**src/rtl/fifo_pkg.sv**
```systemverilog
// Shared definitions for the synchronous FIFO family: read-mode constants and sizing helpers.
package fifo_pkg;

  localparam int unsigned FIFO_MODE_STD  = 0;
  localparam int unsigned FIFO_MODE_FWFT = 1;

  // Ceiling log2; returns 0 for values <= 1.
  function automatic int unsigned clog2(input int unsigned value);
    int unsigned r;
    longint unsigned v;
    r = 0;
    v = 1;
    while (v < longint'(value)) begin
      v = v << 1;
      r = r + 1;
    end
    return r;
  endfunction

  function automatic int unsigned fifo_depth(input int unsigned aw);
    return 32'd1 << aw;
  endfunction

endpackage

```
**src/rtl/fifo_sync_ram.sv**
```systemverilog
// FIFO storage: single write port, asynchronous read port, optional clear on reset.
module fifo_sync_ram
  import fifo_pkg::*;
#(
  parameter int unsigned DW      = 8,
  parameter int unsigned AW      = 4,
  parameter int unsigned RST_MEM = 0
) (
  input  logic          clk,
  input  logic          rst,
  input  logic          wr_en,
  input  logic [AW-1:0] wr_addr,
  input  logic [DW-1:0] wr_data,
  input  logic [AW-1:0] rd_addr,
  output logic [DW-1:0] rd_data
);

  localparam int unsigned DEPTH = fifo_depth(AW);

  logic [DW-1:0] mem [DEPTH];

  // Writes are held off while reset is asserted; the array is only cleared when RST_MEM is set.
  always_ff @(posedge clk or posedge rst) begin
    if (rst) begin
      if (RST_MEM != 0) begin
        for (int unsigned i = 0; i < DEPTH; i++) begin
          mem[i] <= '0;
        end
      end
    end else if (wr_en) begin
      mem[wr_addr] <= wr_data;
    end
  end

  assign rd_data = mem[rd_addr];

endmodule

```
**src/rtl/fifo_sync_v2.sv**
```systemverilog
// Single-clock FIFO with exact registered flags, programmable thresholds,
// sticky error flags, synchronous flush and selectable FWFT/standard read.
module fifo_sync_v2
  import fifo_pkg::*;
#(
  parameter int unsigned DW      = 8,
  parameter int unsigned AW      = 4,
  parameter int unsigned FWFT    = 1,
  parameter int unsigned RST_MEM = 0
) (
  input  logic          clk,
  input  logic          rst,
  input  logic          flush,
  input  logic [DW-1:0] din,
  input  logic          wr_en,
  input  logic          rd_en,
  input  logic [AW:0]   prog_full_thr,
  input  logic [AW:0]   prog_empty_thr,
  input  logic          err_clr,
  output logic [DW-1:0] dout,
  output logic          dout_vld,
  output logic          full,
  output logic          al_full,
  output logic          prog_full,
  output logic          empty,
  output logic          al_empty,
  output logic          prog_empty,
  output logic [AW:0]   rd_count,
  output logic [AW:0]   wr_space,
  output logic          overflow,
  output logic          underflow
);

  localparam int unsigned DEPTH = fifo_depth(AW);
  localparam int unsigned PW    = AW + 1;

  if (AW < 1) begin : g_bad_aw
    $fatal(1, "fifo_sync_v2: AW must be >= 1");
  end
  if (DW < 1) begin : g_bad_dw
    $fatal(1, "fifo_sync_v2: DW must be >= 1");
  end

  logic [PW-1:0] wr_p;
  logic [PW-1:0] rd_p;
  logic [PW-1:0] count;
  logic [PW-1:0] count_next;
  logic          wr_acc;
  logic          rd_acc;
  logic [DW-1:0] rd_data;

  // Acceptance looks only at the registered flags; flush overrides both requests.
  assign wr_acc = wr_en & ~full & ~flush;
  assign rd_acc = rd_en & ~empty & ~flush;
  assign count  = wr_p - rd_p;

  always_comb begin
    count_next = count;
    if (flush) begin
      count_next = '0;
    end else begin
      count_next = count + PW'(wr_acc) - PW'(rd_acc);
    end
  end

  always_ff @(posedge clk or posedge rst) begin
    if (rst) begin
      wr_p <= '0;
      rd_p <= '0;
    end else if (flush) begin
      wr_p <= '0;
      rd_p <= '0;
    end else begin
      if (wr_acc) wr_p <= wr_p + PW'(1);
      if (rd_acc) rd_p <= rd_p + PW'(1);
    end
  end

  // Status registers are all loaded from count_next so they are exact one edge later.
  always_ff @(posedge clk or posedge rst) begin
    if (rst) begin
      full       <= 1'b0;
      al_full    <= 1'b0;
      prog_full  <= 1'b0;
      empty      <= 1'b1;
      al_empty   <= 1'b1;
      prog_empty <= 1'b1;
      rd_count   <= '0;
      wr_space   <= PW'(DEPTH);
    end else begin
      full       <= (count_next == PW'(DEPTH));
      al_full    <= (count_next >= PW'(DEPTH - 1));
      prog_full  <= (count_next >= prog_full_thr);
      empty      <= (count_next == '0);
      al_empty   <= (count_next <= PW'(1));
      prog_empty <= (count_next <= prog_empty_thr);
      rd_count   <= count_next;
      wr_space   <= PW'(DEPTH) - count_next;
    end
  end

  // A same-cycle rejection wins over err_clr.
  always_ff @(posedge clk or posedge rst) begin
    if (rst) begin
      overflow  <= 1'b0;
      underflow <= 1'b0;
    end else begin
      overflow  <= (wr_en & full) | (overflow & ~err_clr);
      underflow <= (rd_en & empty) | (underflow & ~err_clr);
    end
  end

  fifo_sync_ram #(
    .DW      (DW),
    .AW      (AW),
    .RST_MEM (RST_MEM)
  ) u_ram (
    .clk     (clk),
    .rst     (rst),
    .wr_en   (wr_acc),
    .wr_addr (wr_p[AW-1:0]),
    .wr_data (din),
    .rd_addr (rd_p[AW-1:0]),
    .rd_data (rd_data)
  );

  if (FWFT == FIFO_MODE_FWFT) begin : g_fwft
    assign dout     = empty ? '0 : rd_data;
    assign dout_vld = ~empty;
  end else begin : g_std
    logic [DW-1:0] dout_q;
    logic          vld_q;

    always_ff @(posedge clk or posedge rst) begin
      if (rst) begin
        dout_q <= '0;
        vld_q  <= 1'b0;
      end else begin
        vld_q <= rd_acc;
        if (rd_acc) dout_q <= rd_data;
      end
    end

    assign dout     = dout_q;
    assign dout_vld = vld_q;
  end

endmodule
```
**config.mk**
```make
export PLATFORM = sky130hd
export DESIGN_NAME = fifo_sync_v2
export DESIGN_NICKNAME = d
export VERILOG_FILES = /design/src/rtl/fifo_pkg.sv /design/src/rtl/fifo_sync_ram.sv /design/src/rtl/fifo_sync_v2.sv
export SDC_FILE = /design/constraint.sdc
export NUM_CORES = 1
export LEC_CHECK = 0
export ABC_AREA = 1
export ABC_CLOCK_PERIOD_IN_PS = 4300
export CAP_MARGIN = 15
export CORE_MARGIN = 5
export CORE_UTILIZATION = 40
export CTS_CLUSTER_DIAMETER = 100
export DETAILED_ROUTE_END_ITERATION = 8
export PLACE_DENSITY = 0.7
export SETUP_SLACK_MARGIN = 0.4
export SYNTH_ARGS = -nofsm -noshare
export SYNTH_HDL_FRONTEND = slang
export SYNTH_HIERARCHICAL = 1
export SYNTH_SLANG_ARGS = --single-unit
export TNS_END_PERCENT = 100
```
**constraint.sdc**
```tcl
create_clock -name clk -period 4.3 [get_ports clk]
set_clock_uncertainty 0.1 [all_clocks]
set_input_delay 1.29 -clock clk [delete_from_list [all_inputs] [get_ports clk]]
set_output_delay 1.29 -clock clk [all_outputs]
set_load 0.05 [all_outputs]
```
Word-level counts from Yosys, hierarchy flattened
Cells that the tools add are included.
Widths: inputs -> output; s select.
- bits in registers: 156
- input bits: 24
- output and inout bits: 27
- logic and storage cells: 76
- add/sub/neg operators: 6
- magnitude comparators: 7
- eq/ne operators: 1
- mux-type cells: 12
- bitwise logic cells: 17
- reduce and logical (&&, ||, !) cells: 5
- operators by type and width (kind ; count):
    $bwmux 128 ; 1
    $bmux 8 s4 ; 1
    $demux 8 s4 ; 1
    $mux 8 ; 4
    $mux 5 ; 5
    $add 5x1->5 const B ; 2
    $ge 5x5->1 const B ; 2
    $not 4->5 ; 2
    $and 1x1->1 ; 8
    $add 5x1->5 ; 1
    $eq 5x5->1 const B ; 1
    $ge 5x4->1 const B ; 1
    $ge 5x5->1 ; 1
    $le 5x1->1 const B ; 1
    $le 5x5->1 ; 1
    $logic_not 5->1 ; 1
    $lt 5x1->1 const B ; 1
    $not 1->1 ; 5
    $sub 5x1->5 ; 1
    $sub 5x5->5 ; 1
    $sub 5x5->5 const A ; 1
    $reduce_bool 2->1 ; 2
    $or 1x1->1 ; 2
    $reduce_and 2->1 ; 1
    $logic_and 1x1->1 ; 1

Logic depth before layout (Yosys ltp)
Gate-level depths: netlist of run 1.
- word-level depth: 7
- depth in mapped cells: 17
- gate-level depth less buffers: 17

Cells and area by module
Netlist of run 1, hierarchy kept.
- modules (own cells, without submodules) (module ; instances ; cells each ; area each (um2) ; sequential area each (um2)):
    fifo_sync_ram ; 1 ; 547 ; 5621.6 ; 3843.7
    fifo_sync_v2 ; 1 ; 208 ; 1744.2 ; 680.7

Worst setup path after synthesis of run 1
Ideal clock, no wire load.
- path kind: input to register
- start point: input flush
- end point: register prog_full
- library setup time: 146 ps
- arrival: 4046 ps
- required time: 4054 ps
- path slack: 8 ps
- stages: 13
- path buffers: 1
- cells stage by stage: inv_2 > buf_2 > nand2_1 > fa_1 > fa_1 > ha_1 > inv_1 > fa_1 > nor2_1 > ha_1 > a21oi_1 > o21a_1 > o311ai_0
- word-level cells in the longest chain between the ends: 6
- elaborated cells on any way between the ends: 7
- classes of those cells: add/sub: 2; order compare: 1; mux: 1; bitwise: 3
- ends and longest elaborated chain (element ; RTL line ; RTL):
    from (decl) ; fifo_sync_v2.sv:13 ; input logic flush,
    $not 1->1 ; fifo_sync_v2.sv:53, fifo_sync_v2.sv:54 ;
    $and 1x1->1 ; fifo_sync_v2.sv:53 ; assign wr_acc = wr_en & ~full & ~flush;
    $add 5x1->5 ; fifo_sync_v2.sv:62 ; count_next = count + PW'(wr_acc) - PW'(rd_acc);
    $sub 5x1->5 ; fifo_sync_v2.sv:62 ;
    $mux 5 (*) ; fifo_sync_v2.sv:59 ; if (flush) begin
    via count_next[2] ; fifo_sync_v2.sv:47 ; logic [PW-1:0] count_next;
    $ge 5x5->1 (*) ; fifo_sync_v2.sv:93 ; prog_full <= (count_next >= prog_full_thr);
    to (signal assigned) ; fifo_sync_v2.sv:93 ;
    to (decl) ; fifo_sync_v2.sv:24 ; output logic prog_full,
The timed path passes the listed nets; every way through them passes the cells marked *.
A chain may end at the register's enable or synchronous reset.

Worst setup path after layout of run 1
- start point: input rd_en
- end point: register prog_full
- word-level cells in the longest chain between the ends: 5
- ends and longest elaborated chain (element ; RTL line ; RTL):
    from (decl) ; fifo_sync_v2.sv:16 ; input logic rd_en,
    $and 1x1->1 (2 in series) ; fifo_sync_v2.sv:54 ; assign rd_acc = rd_en & ~empty & ~flush;
    $sub 5x1->5 ; fifo_sync_v2.sv:62 ;
    $mux 5 ; fifo_sync_v2.sv:59 ;
    via count_next[3] ; fifo_sync_v2.sv:47 ;
    $ge 5x5->1 ; fifo_sync_v2.sv:93 ;
The timed path passes the listed nets, and every way through them passes these cells.

==> results.sh, run 1 <==
export IMPL_dr_pass1_iters=5
export IMPL_hp_class="reg2reg"
export IMPL_track_usage_pct=15.4
export IMPL_rows=49
export IMPL_clk_insertion_delay_late_ns=0.42
export IMPL_ys_flop_type="edfxtp_1"
export IMPL_holdBufCountCts=0
export IMPL_worst_path_max_fanout=4
export IMPL_crit_path_end_kind="flip-flop"
export IMPL_final_cell_mix="201 x nand2_1, 149 x inv_1, 128 x edfxtp_1"
export IMPL_grt_setup_unrepaired="no"
export IMPL_ios=51
export IMPL_cts_root_buf="clkbuf_16"
export IMPL_initial_core_util_pct=40.9
export IMPL_swShare_pct=34.5
export IMPL_slew_headroom_pct=49.1
export IMPL_cts_path_max_buffers=2
export IMPL_overflow=0
export IMPL_drcViolationCount=0
export IMPL_dp_slack_ns=-0.525
export IMPL_multi_input_area_mm2=0.00214
export IMPL_finalSetupTns_ns=0
export IMPL_num_vias=5206
export IMPL_status="complete, no violations"
export IMPL_final_min_clock_period_ns=3.83
export IMPL_ys_warn_count=6
export IMPL_mostFrequentLayoutCell="nand2_1"
export IMPL_vias_per_cell=4.82
export IMPL_dpl_hpwl_um=10500
export IMPL_critPathArrivalTime_ns=4.02
export IMPL_synth_edf_count=128
export IMPL_core_area_mm2=0.0180
export IMPL_peakVddDrop_uv=451
export IMPL_finalPower_mw=4.89
export IMPL_syn_inst=755
export IMPL_fmaxAchievable_ghz=0.261
export IMPL_diodes=0
export IMPL_area_growth_pct=21.3
export IMPL_dieArea_mm2=0.0212
export IMPL_clk_pin_slew_ns=0.06
export IMPL_slew_violations=0
export IMPL_grt_pass1_wl_um=26000
export IMPL_numPortBuffers=50
export IMPL_drt_iter0_drc=333
export IMPL_antenna_found_initial=0
export IMPL_p_int_mw=3.20
export IMPL_p_switching_mw=1.69
export IMPL_clkPwrFrac_pct=29.7
export IMPL_p_seq_share_pct=37.3
export IMPL_grt_max_degree=41
export IMPL_post_route_worst_setup_slack_ns=0.472
export IMPL_tritoncts="yes"
export IMPL_post_layout_nonfiller_instances=1080
export IMPL_cts_sinks=155
export IMPL_leakagePower_nw=3.99
export IMPL_synth_nets=806
export IMPL_gp_congestion=0.805
export IMPL_hold_violations=0
export IMPL_die_y_um=146
export IMPL_syn_avg_cell_area_um2=9.76
export IMPL_combPwrFrac_pct=33.0
export IMPL_required_ns=4.49
export IMPL_drt_wl_total_um=16400
export IMPL_seq_area_mm2=0.00453
export IMPL_async_reset_ff_share_pct=17.4
export IMPL_synth_cell_type_count=29
export IMPL_syn_cell_area_mm2=0.00737
export IMPL_setup_viol=0
export IMPL_grt_pass1_vias=5148
export IMPL_power_density_mw_per_mm2=547
export IMPL_cts_buffers=17
export IMPL_synth_seq_cells=155
export IMPL_cts_htree_levels=4
export IMPL_fillerInstances=1596
export IMPL_fin_crit_sh_pct=89.0
export IMPL_post_drt_wl_per_cell_um=15.2
export IMPL_start_kind="input port"
export IMPL_ant_nets=0
export IMPL_dp_cells=1044
export IMPL_path_class="in2reg"
export IMPL_fp_dieW_um=146
export IMPL_layout_nets=889
export IMPL_worst_pin_slew_ns=0.761
export IMPL_maxCapViolCount=0
export IMPL_drive_gt1_share_pct=12.6
export IMPL_synth_seq_area_share_pct=61.4
## logic make-up (layout without fill, tap and decap cells)
kind of cell	after synthesis	count (layout)	synth area share, %
buffers and inverters	183	279	10.5
xor gates and xnor gates	2	2	0.238
and+or+nand+nor	358	358	20.7
AOI/OAI and AO/OA	30	30	2.23
DFF	155	155	61.4
adders and majority gates	27	27	4.89
## Yosys cell counts, types with 2 or more instances
cell        n  area [um2]
nand3_1   108         541
nand2_1   203         762
buf_4       3        22.5
ha_1       24         300
nor2_2      2        12.5
inv_1     153         574
o21ai_0    11        55.1
nand4_1     3        18.8
o21a_1      2        15.0
xnor2_1     2        17.5
inv_2       3        11.3
buf_2      14        70.1
edfxtp_1  128        3840
nor2_1     36         135
dfstp_2     4         105
dfrtp_1    23         576
buf_6       8        90.1
fa_1        3        60.1
o22ai_1     2        12.5
nor2_4      2        22.5
a21oi_1    13        65.1
## per-layer routing
layer	vias up	wire [um]	GRT usage (%)
li1	2570	-	-
met1	2422	7290	20.4
met2	184	7700	25.0
met3	30	1090	3.58
met4	0	288	5.41
met5	-	0	0
## power groups by stage
stage	registers (mW)	logic (mW)	clock network, mW
global route	1.84	1.76	1.55
finish	1.82	1.61	1.45
floorplan	2.04	0.888	0
detailed placement	1.85	1.57	0
global placement	1.85	1.54	0
CTS	1.83	1.59	1.48
## cell type report
| type | count | area share [%] |
|---|---|---|
| clock buffers | 28 | 6.33 |
| flip-flops and latches | 155 | 50.7 |
| clock inverters | 4 | 0.280 |
| multi-input cells | 417 | 24.0 |
| repair buffers | 91 | 8.74 |
| inverters | 156 | 6.78 |
| well taps | 229 | 3.21 |
## metrics by stage
step | instance area, um2 | hold WS, ns | utilization, %
floorplan | 7430 | 0.375 | -
global placement | 8280 | 0.402 | 46.0
detailed placement | 8280 | 0.406 | 46.0
CTS | 8890 | 0.426 | 49.3
global route | 8930 | 0.449 | 49.5
finish | 8930 | 0.423 | 49.5
## what timing repair did
action                                 in CTS  in global routing
endpoints found under the hold margin       0                  0
setup buffers                               1                  3
gates resized for setup                     8                  9
setup endpoints to repair                   8                  4
pin swaps                                   2                  6
## critical path: stages
cell,delay (ns)
clkbuf_4,0.15
inv_12,0.03
nor2_4,0.10
nand2_2,0.07
fa_2,0.34
fa_1,0.52
ha_2,0.19
inv_2,0.04
fa_1,0.35
inv_1,0.08
or2_1,0.11
nand3_2,0.11
inv_4,0.11
ha_4,0.20
nand2_1,0.10
o21a_1,0.14
o311ai_2,0.09
## flip-flops by register name, indices dropped and copies added, names as in the netlist
register and flops:
rd_count 4, al_empty 1, al_full 1, underflow 1
rd_p 5, overflow 1, empty 1, prog_empty 1
wr_p 5, prog_full 1, wr_space 5, u_ram/mem 128
full 1
## final timing paths
kind / startpoint / slack [ns] / endpoint / depth (start not counted)
max: rd_en / 0.47 / prog_full / 17
max in group asynchronous: rst / 2.59 / al_empty / 3
min reg2reg: wr_p[4] / 0.42 / wr_p[4] / 1
max reg2reg: empty / 1.04 / prog_full / 15
min: wr_p[4] / 0.42 / wr_p[4] / 1
min in group asynchronous: rst / 1.19 / wr_space[1] / 3
(Power assumes the default switching activity.)
==> run 2, diff against run 1 <==
--- a/config.mk
+++ b/config.mk
@@ -9,10 +9,10 @@
 export ABC_CLOCK_PERIOD_IN_PS = 4300
 export CAP_MARGIN = 15
 export CORE_MARGIN = 5
-export CORE_UTILIZATION = 40
+export CORE_UTILIZATION = 50
 export CTS_CLUSTER_DIAMETER = 100
 export DETAILED_ROUTE_END_ITERATION = 8
-export PLACE_DENSITY = 0.7
+export PLACE_DENSITY = 0.81
 export SETUP_SLACK_MARGIN = 0.4
 export SYNTH_ARGS = -nofsm -noshare
 export SYNTH_HDL_FRONTEND = slang
==> results.sh, run 2 (same netlist as run 1, synthesis figures left out) <==
export IMPL_startpoint="rd_en"
export IMPL_hp_class="reg2reg"
export IMPL_num_vias=5308
export IMPL_grt_max_degree=66
export IMPL_status="complete, no violations"
export IMPL_fmaxAchievable_ghz=0.261
export IMPL_p_seq_share_pct=34.4
export IMPL_critPathArrivalTime_ns=4.07
export IMPL_wl_met1_um=6720
export IMPL_core_area_mm2=0.0145
export IMPL_rows=44
export IMPL_grt_pass1_wl_um=27000
export IMPL_cts_sinks=155
export IMPL_drive_gt1_share_pct=12.2
export IMPL_clk_insertion_delay_late_ns=0.43
export IMPL_fp_dieW_um=131
export IMPL_routed_wl_met3_um=1200
export IMPL_tritoncts="yes"
export IMPL_post_route_worst_setup_slack_ns=0.468
export IMPL_dr_pass1_iters=7
export IMPL_peakVddDrop_uv=602
export IMPL_dieArea_mm2=0.0173
export IMPL_cp_top_family="adder cells"
export IMPL_dpl_hpwl_um=10400
export IMPL_clkPwrFrac_pct=34.1
export IMPL_mostFrequentLayoutCell="nand2_1"
export IMPL_diodes=0
export IMPL_worst_path_max_fanout=4
export IMPL_area_growth_pct=22.7
export IMPL_cp_slowest_cell="fa_1"
export IMPL_fin_crit_sh_pct=89.1
export IMPL_track_usage_pct=19.7
export IMPL_hold_violations=0
export IMPL_die_y_um=131
export IMPL_grt_setup_unrepaired="yes"
export IMPL_cts_htree_levels=4
export IMPL_grt_pass1_vias=5358
export IMPL_dp_slack_ns=-0.519
export IMPL_largest_reg_flops=128
export IMPL_hold_start="wr_p[4]"
export IMPL_maxUsedRoutingLayer="met4"
export IMPL_power_density_mw_per_mm2=588
export IMPL_layout_nets=882
export IMPL_start_kind="input port"
export IMPL_post_layout_nonfiller_instances=1028
export IMPL_path_cells="buf_4, inv_12, nor2_4, nand2_2, fa_2, fa_1, ha_2, inv_2, fa_1, inv_1, or2_0, nand3_2, inv_4, ha_1, nand2_2, o21ai_1, o22ai_1"
export IMPL_drt_wl_total_um=16600
export IMPL_required_ns=4.54
export IMPL_path_class="in2reg"
export IMPL_drt_iter0_drc=486
export IMPL_slew_headroom_pct=48.6
export IMPL_crit_path_end_kind="flip-flop"
export IMPL_dp_cells=995
export IMPL_final_min_clock_period_ns=3.83
export IMPL_p_switching_mw=1.75
export IMPL_initial_core_util_pct=50.9
export IMPL_swShare_pct=33.0
export IMPL_setup_viol=0
export IMPL_gp_congestion=0.822
export IMPL_final_cell_mix="200 x nand2_1, 150 x inv_1, 128 x edfxtp_1"
export IMPL_clk_pin_slew_ns=0.06
export IMPL_ios=51
export IMPL_largest_register="u_ram/mem"
export IMPL_r2r_start="empty"
export IMPL_cts_buffers=17
export IMPL_leakagePower_nw=4.04
export IMPL_worst_pin_slew_ns=0.770
export IMPL_combPwrFrac_pct=31.5
export IMPL_numPortBuffers=50
export IMPL_dr_wl_met2_um=8320
export IMPL_critPathMaxStageDelay_ns=0.50
export IMPL_antenna_found_initial=0
export IMPL_overflow=0
export IMPL_post_drt_wl_per_cell_um=16.1
export IMPL_cts_root_buf="clkbuf_16"
export IMPL_vias_per_cell=5.16
export IMPL_slew_violations=0
export IMPL_cp_num_buf_inv=5
export IMPL_cts_path_max_buffers=2
export IMPL_ant_nets=0
export IMPL_drcViolationCount=0
export IMPL_maxCapViolCount=0
export IMPL_p_int_mw=3.56
run 2: power by group through the flow:
stage	Combinational (mW)	Sequential (mW)	Clock, mW
finish	1.67	1.83	1.81
global route	1.83	1.84	1.90
CTS	1.66	1.82	1.83
detailed placement	1.65	1.85	0
global placement	1.62	1.85	0
floorplan	0.888	2.04	0
run 2: worst register-to-register path, delay by kind of cell, from the launching register on:
family / cells / cell delay, ns
compound gates: 2 / 0.22
simple gates: 5 / 0.54
flops: 1 / 0.47
fa+ha+maj: 5 / 1.68
buf+inv: 3 / 0.21
run 2: routing by layer:
| layer | vias to the layer above | GRT usage (%) |
|---|---|---|
| met5 | - | 0 |
| met4 | 0 | 6.63 |
| met3 | 34 | 5.28 |
| met2 | 232 | 33.7 |
| met1 | 2476 | 24.3 |
| li1 | 2566 | - |
run 2: path summary, 6_finish.rpt:
check                           depth (start not counted)    endpoint  slack [ns]
worst min-delay path                                    1     wr_p[4]        0.41
max in group asynchronous                               3  prog_empty        2.16
min in group asynchronous                               2   underflow        1.24
worst max-delay path                                   17  prog_empty        0.47
worst max register to register                         15  prog_empty        1.00
worst min register to register                          1     wr_p[4]        0.41
run 2: cell type report:
| class | instances | area (um2) |
|---|---|---|
| fillers | 1140 | 5440 |
| flip-flops and latches | 155 | 4530 |
| multi-input cells | 417 | 2120 |
| repair buffers | 84 | 832 |
| inverters | 156 | 608 |
| clock buffers | 17 | 425 |
| clock inverters | 15 | 293 |
| well taps | 184 | 230 |
run 2: through the flow:
step / setup TNS (ns) / util, % / cell area (um2) / hold WS [ns] / total power, mW
after detailed placement: -2.73 / 57.3 / 8300 / 0.404 / 3.50
after floorplan: 0 / - / 7430 / 0.375 / 2.93
after global routing: 0 / 62.4 / 9040 / 0.436 / 5.58
after CTS: 0 / 62.2 / 9010 / 0.414 / 5.32
final: 0 / 62.4 / 9040 / 0.414 / 5.31
after global placement: -1.89 / 57.3 / 8300 / 0.395 / 3.47
run 2: what timing repair did:
item,in CTS,in global routing
setup buffers,0,1
resized for setup,5,13
hold buffers,0,0
setup endpoints to repair,9,11
pin swaps,1,6
